===== src/rtl/pipe_pkg.sv =====
// pipe_pkg: state encoding and occupancy width shared by pipeline stages
package pipe_pkg;
  typedef enum logic [1:0] {
    PIPE_EMPTY = 2'd0,
    PIPE_BUSY  = 2'd1,
    PIPE_FULL  = 2'd2
  } pipe_state_t;
  localparam int OCC_W = 2;
endpackage


===== src/rtl/pipe_skid_reg.sv =====
// pipe_skid_reg: stallable pipeline register with two-entry skid buffer and registered ready
module pipe_skid_reg
  import pipe_pkg::*;
#(
  parameter int WIDTH = 32,
  parameter logic [WIDTH-1:0] DEFAULT = '0
) (
  input  logic             clk,
  input  logic             rst,
  input  logic             flush,
  input  logic             in_valid,
  input  logic [WIDTH-1:0] in_data,
  output logic             in_ready,
  output logic             out_valid,
  output logic [WIDTH-1:0] out_data,
  input  logic             out_ready,
  output logic [OCC_W-1:0] occupancy
);
  pipe_state_t state, state_n;
  logic [WIDTH-1:0] main_q, skid_q;
  logic in_fire, out_fire, load_main, load_skid, from_skid;
  assign in_fire   = in_valid & in_ready;
  assign out_fire  = out_valid & out_ready;
  assign out_valid = state != PIPE_EMPTY;
  assign out_data  = main_q;
  assign occupancy = state;
  always_comb begin
    state_n   = state;
    load_main = 1'b0;
    load_skid = 1'b0;
    from_skid = 1'b0;
    case (state)
      PIPE_EMPTY: begin
        state_n   = in_fire ? PIPE_BUSY : PIPE_EMPTY;
        load_main = in_fire;
      end
      PIPE_BUSY: begin
        state_n   = (in_fire && !out_fire) ? PIPE_FULL : (!in_fire && out_fire) ? PIPE_EMPTY : PIPE_BUSY;
        load_main = in_fire && out_fire;
        load_skid = in_fire && !out_fire;
      end
      PIPE_FULL: begin
        state_n   = out_fire ? PIPE_BUSY : PIPE_FULL;
        load_main = out_fire;
        from_skid = 1'b1;
      end
      default: state_n = PIPE_EMPTY;
    endcase
    if (flush) begin
      state_n   = PIPE_EMPTY;
      load_main = 1'b0;
      load_skid = 1'b0;
    end
  end
  always_ff @(posedge clk) begin
    if (rst) begin
      state    <= PIPE_EMPTY;
      in_ready <= 1'b1;
      main_q   <= DEFAULT;
      skid_q   <= DEFAULT;
    end else begin
      state    <= state_n;
      in_ready <= state_n != PIPE_FULL;
      if (load_main) main_q <= from_skid ? skid_q : in_data;
      if (load_skid) skid_q <= in_data;
    end
  end
endmodule


===== config.mk =====
export PLATFORM = sky130hd
export DESIGN_NAME = pipe_skid_reg
export DESIGN_NICKNAME = d
export VERILOG_FILES = /design/src/rtl/pipe_pkg.sv /design/src/rtl/pipe_skid_reg.sv
export SDC_FILE = /design/constraint.sdc
export NUM_CORES = 1
export LEC_CHECK = 0
export ABC_AREA = 1
export BUFFER_PORTS_ARGS = -buffer_cell sky130_fd_sc_hd__buf_4
export CAP_MARGIN = 20
export CORE_MARGIN = 2
export CORE_UTILIZATION = 50
export CTS_BUF_LIST = sky130_fd_sc_hd__clkbuf_16
export DETAILED_ROUTE_END_ITERATION = 12
export PLACE_DENSITY = 0.75
export SYNTH_ARGS = -nofsm -noshare
export SYNTH_HDL_FRONTEND = slang
export SYNTH_SLANG_ARGS = --single-unit

===== constraint.sdc =====
create_clock -name clk -period 3.4 [get_ports clk]
set_input_delay 0.34 -clock clk [delete_from_list [all_inputs] [get_ports clk]]
set_output_delay 0.34 -clock clk [all_outputs]
set_load 0.03 [all_outputs]

Word level (Yosys, flattened, before mapping)

Index checks and enable logic that the tools add are counted.

Register bits after elaboration: 67
Output and inout port bits: 36
Word-level logic and storage cells: 28

Equality and inequality tests: 3
Mux-type cells: 12
Bitwise gates (word level): 2
Reduce and logical (&&, ||, !) cells: 7

Operator list:

| operator                                                        | count |
|---|---|
| 32-bit 2-to-1 mux                                               | 1 |
| 1-bit 2-to-1 mux                                                | 6 |
| 2-bit 2-to-1 mux                                                | 3 |
| 2-bit one-hot mux with 3 select lines                           | 1 |
| 1-bit logical AND                                               | 3 |
| 1-bit one-hot mux with 3 select lines                           | 1 |
| 1-bit bitwise AND                                               | 2 |
| 2-bit by 1-bit == test with 1-bit output, second input constant | 1 |
| 2-bit == test, second input constant                            | 1 |
| 1-bit zero test                                                 | 2 |
| 2-bit zero test                                                 | 1 |
| 2-bit != test, second input constant                            | 1 |
| 2-bit nonzero test                                              | 1 |

Longest topological paths before layout

Gate-level depths: netlist of the first run.

Word-level depth: 8
Depth in mapped cells: 9

Worst setup path before layout of the first run

No wires, ideal clock.

Path type: register -> register
Start point: reg state[0] (netlist: occupancy[0])
End point: reg main_q[15] (netlist: out_data[15])
Required time: 3285 ps
Cell stages (with the launch flop): 10
Clock period less this slack: 1664 ps
Path slack: 1736 ps
Data arrival time: 1549 ps
Buffers on the path: 1
Cells stage by stage: dfxtp_1 nor2_1 nor2_1 ha_1 nand3_2 nand3_4 buf_2 nand3_1 nand2_1 nor2_1

Cells in the longest elaborated chain, start to end: 5
Elaborated cells between the ends (all ways): 10

RTL lines:

| item                                  | line                | text |
|---|---|---|
| start: declaration                    | pipe_skid_reg.sv:19 | `pipe_state_t state, state_n;` |
| start signal: assignment              | pipe_skid_reg.sv:62 | `state <= state_n;` |
| 2-bit nonzero test                    | pipe_skid_reg.sv:24 | `assign out_valid = state != PIPE_EMPTY;` |
| 1-bit bitwise AND                     | pipe_skid_reg.sv:23 | `assign out_fire = out_valid & out_ready;` |
| 1-bit logical AND                     | pipe_skid_reg.sv:39 | `load_main = in_fire && out_fire;` |
| 1-bit one-hot mux with 3 select lines | pipe_skid_reg.sv:32 | `case (state)` |
| 1-bit 2-to-1 mux                      | pipe_skid_reg.sv:49 | `if (flush) begin` |
| end signal: assignment                | pipe_skid_reg.sv:64 | `if (load_main) main_q <= from_skid ? skid_q : in_data;` |
| end: declaration                      | pipe_skid_reg.sv:20 | `logic [WIDTH-1:0] main_q, skid_q;` |

Several ways; a longest one is shown, not always the timed one.
A chain may end at the register's enable or synchronous reset.

Final worst setup path of the first run

Start point: reg state[1] (netlist: occupancy[1])
End point: reg skid_q[9]

Cells in the longest elaborated chain, start to end: 6
Elaborated cells between the ends (all ways): 7

RTL lines:

| item                   | line                | text |
|---|---|---|
| 2-bit nonzero test     | pipe_skid_reg.sv:24 |  |
| 1-bit bitwise AND      | pipe_skid_reg.sv:23 |  |
| 1-bit zero test        | pipe_skid_reg.sv:40 | `load_skid = in_fire && !out_fire;` |
| 1-bit logical AND      | pipe_skid_reg.sv:40 |  |
| 1-bit 2-to-1 mux (*)   | pipe_skid_reg.sv:32 |  |
| 1-bit 2-to-1 mux (*)   | pipe_skid_reg.sv:49 |  |
| end signal: assignment | pipe_skid_reg.sv:65 | `if (load_skid) skid_q <= in_data;` |
| end: declaration       | pipe_skid_reg.sv:20 |  |

Every way passes the cells marked *; elsewhere a longest branch is shown, timed or not.

==> PnR_summary.wiki, run 1 <==
{| class="wikitable"
! Metric !! Value
|-
| Share of post-route cells with drive strength above 1 || approximately 18%
|-
| Detail-routed net length per standard cell || 12.48 µm
|-
| Number of placement rows || 29
|-
| DRT iter0 DRCs || just under 200
|-
| Relative max-transition margin || 31.03%
|-
| Clock Root Buffer || sky130_fd_sc_hd__clkbuf_16
|-
| Total Power Consumption || slightly below 2 mW
|-
| Crit Path Class || reg2reg
|-
| Total via count in the routed design || 3105
|-
| Final Slew Violations || 0
|-
| Dpl cell area || 3661 µm²
|-
| Final Instance Area || between 3000 and 4000 µm²
|-
| Worst-path cell with the longest stage delay || sky130_fd_sc_hd__dfxtp_1
|-
| Critical path's largest stage delay || 0.78 ns
|-
| Category of the worst setup path capture point || register
|-
| Residual DRC || 0
|-
| Number of fillers in the final layout || just over 600
|-
| Required time at the worst-slack endpoint || around 3.6 ns
|-
| P_leak || ~1.9 nW
|-
| Cell Count Post-Placement || ~600
|-
| Worst ir drop on vdd || 347.2 µV
|-
| Height of the die || 83.82 µm
|-
| Total iterations of the first detailed-routing run || 4
|-
| Area occupied by multi-input gates || 1499 µm²
|-
| Final clock period utilization by the worst path || 75.29%
|-
| Gate family responsible for the most delay along the worst path || simple AND/OR/NAND/NOR gates
|-
| Total routed wirelength || between 7000 and 8000 µm
|-
| Post-route minimum period || 2.560 ns
|-
| Deepest clock path buffer count || 2
|-
| Layout Area Growth over Synthesis || 22.90%
|-
| CP Buf/Inv Count || 2
|-
| Max-capacitance violation count || 0
|-
| Hold-fix buffer count after cts || 0
|-
| Cell type with the highest occurrence count on the critical path || sky130_fd_sc_hd__nor2_1
|-
| Sequential share of the synthesized area || 42.11%
|-
| Via count of the first global-routing pass || 3001
|-
| Count of cells resized by post-cts repair || 0
|-
| Die Span X || around 84 µm
|-
| Maximum frequency from static timing analysis || approximately 0.39 GHz
|-
| Final count of hold timing violations || 0
|-
| Cts bufs inserted || 9
|-
| Overall overflow remaining after global route || 0
|-
| Slack of the critical path || roughly 0.84 ns
|-
| Leading cell types in the layout, fill and taps excluded || sky130_fd_sc_hd__nand2_1 (102), sky130_fd_sc_hd__nor2_1 (100), sky130_fd_sc_hd__buf_4 (76), sky130_fd_sc_hd__dfxtp_1 (67), sky130_fd_sc_hd__nand3_1 (64)
|-
| Global router's overall resource usage || between 20% and 30%
|-
| Via/cell ratio || between 5 and 6
|-
| Largest net degree at the start of global routing || 67
|-
| Hold crit path type || in2reg
|-
| RSZ-0062 raised after global routing || no
|-
| Total power density per cell area || around 500 nW/µm²
|-
| Synth warn || 0
|-
| Final cell count without fillers || 618
|-
| Max H-tree Level || 3
|-
| Number of antenna violations at the first check in global routing || 0
|-
| Status || finished, final reports clean
|-
| Count of cell types in the netlist || 21
|-
| Setup TNS || 0 ns
|-
| Area of the die || between 7000 and 8000 µm²
|-
| Post-layout net count || 575
|-
| Number of clock sinks || 67
|-
| Net count after synthesis || roughly 520
|-
| Worst hold-check slack || about 0.19 ns
|-
| Setup Viol. Count Final || 0
|-
| Setup slack after placement || roughly 0.89 ns
|-
| CTS tree || done
|-
| Transition time at the pin with the least slew margin || a little over 1 ns
|-
| Footprint of the flip-flops and latches || about 1300 µm²
|-
| Worst-case register-to-register setup slack || 0.84 ns
|-
| Boundary Pins || 73
|-
| Netlist Area Pre-Place || between 3000 and 4000 µm²
|-
| Nature of the critical path startpoint || register
|-
| First-pass GRT wire length || 13290 µm
|-
| Most common cell after layout, fill and taps aside || sky130_fd_sc_hd__nand2_1
|-
| Synthesized flop and latch total || between 60 and 70
|-
| Total setup buffers inserted after CTS || 0
|-
| Critical path cell sequence || nor2_1 -> nor2_1 -> inv_1 -> ha_1 -> nand3_2 -> inv_2 -> nor2_1 -> nor2_1
|-
| Clock input transition at the sequential cells of the worst setup and hold paths || around 0.050 ns
|-
| Skew-Pair Late Insertion Delay || roughly 0.33 ns
|-
| Worst-path fanout max || 33
|-
| IO buf count || roughly 70
|-
| Total core area || 6241 µm²
|-
| Detailed placer's ending HPWL || just under 5000 µm
|-
| Routability congestion estimate from global placement || around 0.80
|-
| Number of routed nets with antenna violations || 0
|-
| Average cell area after synthesis || 6.582 µm²
|-
| Cell count after synthesis || roughly 480
|-
| Number of inserted diodes || 0
|-
| CP Data Arrival Time || between 2 and 3 ns
|-
| Final cell utilization of the core || 62.73%
|-
| Initial Utilization || around half
|-
| Clock skew after layout || between 0.006 and 0.007 ns
|}
[state kept, by name, indices dropped and copies added, names as in the netlist]
signal / flops
occupancy: 2
out_data: 32
skid_q: 32
in_ready: 1
[final timing paths]
check                                        startpoint  cells after the start                      end
worst max-delay path            occupancy[1]$_SDFF_PP0_                      8   skid_q[9]$_SDFFE_PP0P_
worst min-delay path                                rst                      2  occupancy[0]$_SDFF_PP0_
worst max register to register  occupancy[1]$_SDFF_PP0_                      8   skid_q[9]$_SDFFE_PP0P_
worst min register to register  skid_q[16]$_SDFFE_PP0P_                      2  skid_q[16]$_SDFFE_PP0P_
[synth_stat cells (all sizes together)]
cell | instances | area [µm²]
clkinv | 1 | 3.750
nor2 | 101 | 381.6
inv | 40 | 150.1
o21ai | 34 | 170.2
dfxtp | 67 | 1341
ha | 2 | 25.02
a21oi | 32 | 160.2
buf | 27 | 161.4
nand2 | 103 | 389.1
clkbuf | 8 | 30.03
nand3 | 68 | 367.9
nor3 | 1 | 5.000
[logic make-up after synthesis]
logic type / share of synthesized area [%]
buffers and inverters: 10.84
and+or+nand+nor: 35.90
AOI/OAI and AO/OA: 10.37
DFF: 42.11
adders and majority gates: 0.7854
[report_power, final]
group          internal (mW)  switching (mW)
registers              0.825          0.0212
logic                  0.119           0.194
clock network          0.476           0.313
total                   1.42           0.529
[metal layers]
layer | GRT usage [%] | up-vias | part of all wire (%)
li1 | - | 1629 | -
met1 | 27.95 | 1390 | 45
met2 | 39.71 | 73 | 49
met3 | 3.561 | 13 | 4.1
met4 | 10.70 | 0 | 1.9
met5 | 0 | - | 0
[cell type report]
class,count,area share [%]
sequential,67,34.26
clock inverter,7,0.7351
tap,77,2.461
timing repair buffer,76,14.57
clock buffer,9,5.753
multi-input combinational,341,38.29
inverter,41,3.931
(Power assumes the default switching activity.)
==> inputs of run 2 (changes only) <==
- CORE_UTILIZATION: 50 -> 48
- clock period: 3.4 -> 2.15 ns (I/O delays scaled with it)
==> PnR_summary.wiki, run 2 (synthesis gave the netlist of run 1 again) <==
{| class="wikitable"
! Metric !! Value
|-
| RSZ-0062 raised after global routing || no
|-
| Count of cells resized by post-cts repair || 0
|-
| Hold-fix buffer count after cts || 0
|-
| Detail-routed net length per standard cell || ~13 µm
|-
| Total routed wirelength || just under 8000 µm
|-
| Worst ir drop on vdd || ~560 µV
|-
| Most common cell after layout, fill and taps aside || sky130_fd_sc_hd__nand2_1
|-
| Share of post-route cells with drive strength above 1 || between 10% and 20%
|-
| Crit Path Class || reg2reg
|-
| Critical path's largest stage delay || between 0.3 and 0.4 ns
|-
| Dpl cell area || about 3700 µm²
|-
| Slack of the critical path || 0.3679 ns
|-
| IO buf count || between 70 and 80
|-
| Skew-Pair Late Insertion Delay || 0.33 ns
|-
| Detailed placer's ending HPWL || 4959 µm
|-
| CP Data Arrival Time || about 2.0 ns
|-
| Leading cell types in the layout, fill and taps excluded || sky130_fd_sc_hd__nand2_1 (102), sky130_fd_sc_hd__nor2_1 (100), sky130_fd_sc_hd__buf_4 (78), sky130_fd_sc_hd__dfxtp_1 (67), sky130_fd_sc_hd__nand3_1 (64)
|-
| Transition time at the pin with the least slew margin || around 0.6 ns
|-
| P_leak || about 2 nW
|-
| Final Slew Violations || 0
|-
| Routability congestion estimate from global placement || 0.8251
|-
| Final count of hold timing violations || 0
|-
| CTS tree || done
|-
| Required time at the worst-slack endpoint || 2.36 ns
|-
| Area of the die || approximately 7300 µm²
|-
| Number of routed nets with antenna violations || 0
|-
| Layout Area Growth over Synthesis || 27.02%
|-
| Hold crit path type || in2reg
|-
| Post-layout net count || slightly below 600
|-
| Clock Root Buffer || sky130_fd_sc_hd__clkbuf_16
|-
| Critical path cell sequence || nor2_1 -> nor2_1 -> ha_1 -> nand3_2 -> nand3_4 -> buf_4 -> a21oi_1 -> nor2_1
|-
| Max-capacitance violation count || 0
|-
| Via count of the first global-routing pass || between 2k and 3k
|-
| Cts bufs inserted || 9
|-
| Cell type with the highest occurrence count on the critical path || sky130_fd_sc_hd__nor2_1
|-
| Number of clock sinks || 67
|-
| Clock skew after layout || 0.009107 ns
|-
| Total core area || ~6400 µm²
|-
| Number of inserted diodes || 0
|-
| Relative max-transition margin || approximately 60%
|-
| Total Power Consumption || between 3 and 4 mW
|-
| Initial Utilization || between 40 and 50%
|-
| Nature of the critical path startpoint || register
|-
| Global router's overall resource usage || 22.66%
|-
| Largest net degree at the start of global routing || 65
|-
| Gate family responsible for the most delay along the worst path || simple AND/OR/NAND/NOR gates
|-
| Setup Viol. Count Final || 0
|-
| Height of the die || about 85 µm
|-
| Setup slack after placement || a little over 0.4 ns
|-
| Overall overflow remaining after global route || 0
|-
| Total iterations of the first detailed-routing run || 4
|-
| Via/cell ratio || slightly above 5
|-
| Worst-path cell with the longest stage delay || sky130_fd_sc_hd__dfxtp_1
|-
| Worst-path fanout max || 19
|-
| Deepest clock path buffer count || 2
|-
| Number of fillers in the final layout || a little under 600
|-
| Maximum frequency from static timing analysis || 0.5611 GHz
|-
| Residual DRC || 0
|-
| Die Span X || approximately 85 µm
|-
| CP Buf/Inv Count || 1
|-
| Total setup buffers inserted after CTS || 0
|-
| DRT iter0 DRCs || about 200
|-
| Number of placement rows || 29
|-
| Setup TNS || 0 ns
|-
| Final clock period utilization by the worst path || between 80% and 90%
|-
| Post-route minimum period || around 1.8 ns
|-
| Status || finished, final reports clean
|-
| Number of antenna violations at the first check in global routing || 0
|-
| Final Instance Area || between 4000 and 5000 µm²
|-
| Total via count in the routed design || ~3.2k
|-
| Max H-tree Level || 3
|-
| First-pass GRT wire length || between 10000 and 15000 µm
|-
| Total power density per cell area || around 830 nW/µm²
|-
| Clock input transition at the sequential cells of the worst setup and hold paths || around 0.05 ns
|-
| Boundary Pins || 73
|-
| Category of the worst setup path capture point || register
|}
==> run 2: area by class of cell <==
class | instances | area, µm² | share of cell area (%)
clock buffer | 9 | 225.2 | 5.566
clock inverter | 7 | 85.08 | 2.103
timing repair buffer | 81 | 645.6 | 15.96
multi-input combinational | 341 | 1499 | 37.04
tap | 77 | 96.34 | 2.381
sequential | 67 | 1341 | 33.15
inverter | 41 | 153.9 | 3.803
==> run 2: routing by layer <==
| metal | share of wire, % | wire length [µm] | up-vias | track usage, % |
|---|---|---|---|---|
| li1 | - | - | 1641 | - |
| met1 | 42 | 3378 | 1437 | 28.01 |
| met2 | 50 | 3956 | 109 | 38.71 |
| met3 | 5.6 | 446 | 12 | 3.307 |
| met4 | 2.2 | 174 | 0 | 10.68 |
| met5 | 0 | 0 | - | 0 |
==> run 2: power breakdown <==
part / internal, mW / leakage [nW] / switching [mW]
Sequential: 1.30 / 0.547 / 0.0332
Combinational: 0.200 / 1.30 / 0.313
Clock: 1.00 / 0.159 / 0.520
Total: 2.50 / 2.00 / 0.866
==> run 2: per-stage QoR <==
step / instances / util (%) / hold slack, ns
after floorplan: 484 / - / 0.2874
after global placement: 607 / 58.50 / 0.3996
after detailed placement: 607 / 58.50 / 0.4031
after CTS: 623 / 63.36 / 0.06931
after global routing: 623 / 63.36 / 0.07639
final: 623 / 63.36 / 0.07814
==> run 2: worst reg2reg max path: stages, from the launching register on <==
cell,delay [ns]
sky130_fd_sc_hd__dfxtp_1,0.34
sky130_fd_sc_hd__nor2_1,0.21
sky130_fd_sc_hd__nor2_1,0.09
sky130_fd_sc_hd__ha_1,0.21
sky130_fd_sc_hd__nand3_2,0.10
sky130_fd_sc_hd__nand3_4,0.22
sky130_fd_sc_hd__buf_4,0.28
sky130_fd_sc_hd__a21oi_1,0.15
sky130_fd_sc_hd__nor2_1,0.06
==> run 2: path summary, 6_finish.rpt <==
check,startpoint,to,slack (ns),cells past startpoint
hold reg to reg,out_data[26]$_SDFFE_PP0P_,out_data[26]$_SDFFE_PP0P_,0.48,2
hold / removal,rst,occupancy[0]$_SDFF_PP0_,0.08,2
setup reg to reg,occupancy[0]$_SDFF_PP0_,out_data[10]$_SDFFE_PP0P_,0.37,8
setup / recovery,occupancy[0]$_SDFF_PP0_,out_data[10]$_SDFFE_PP0P_,0.37,8
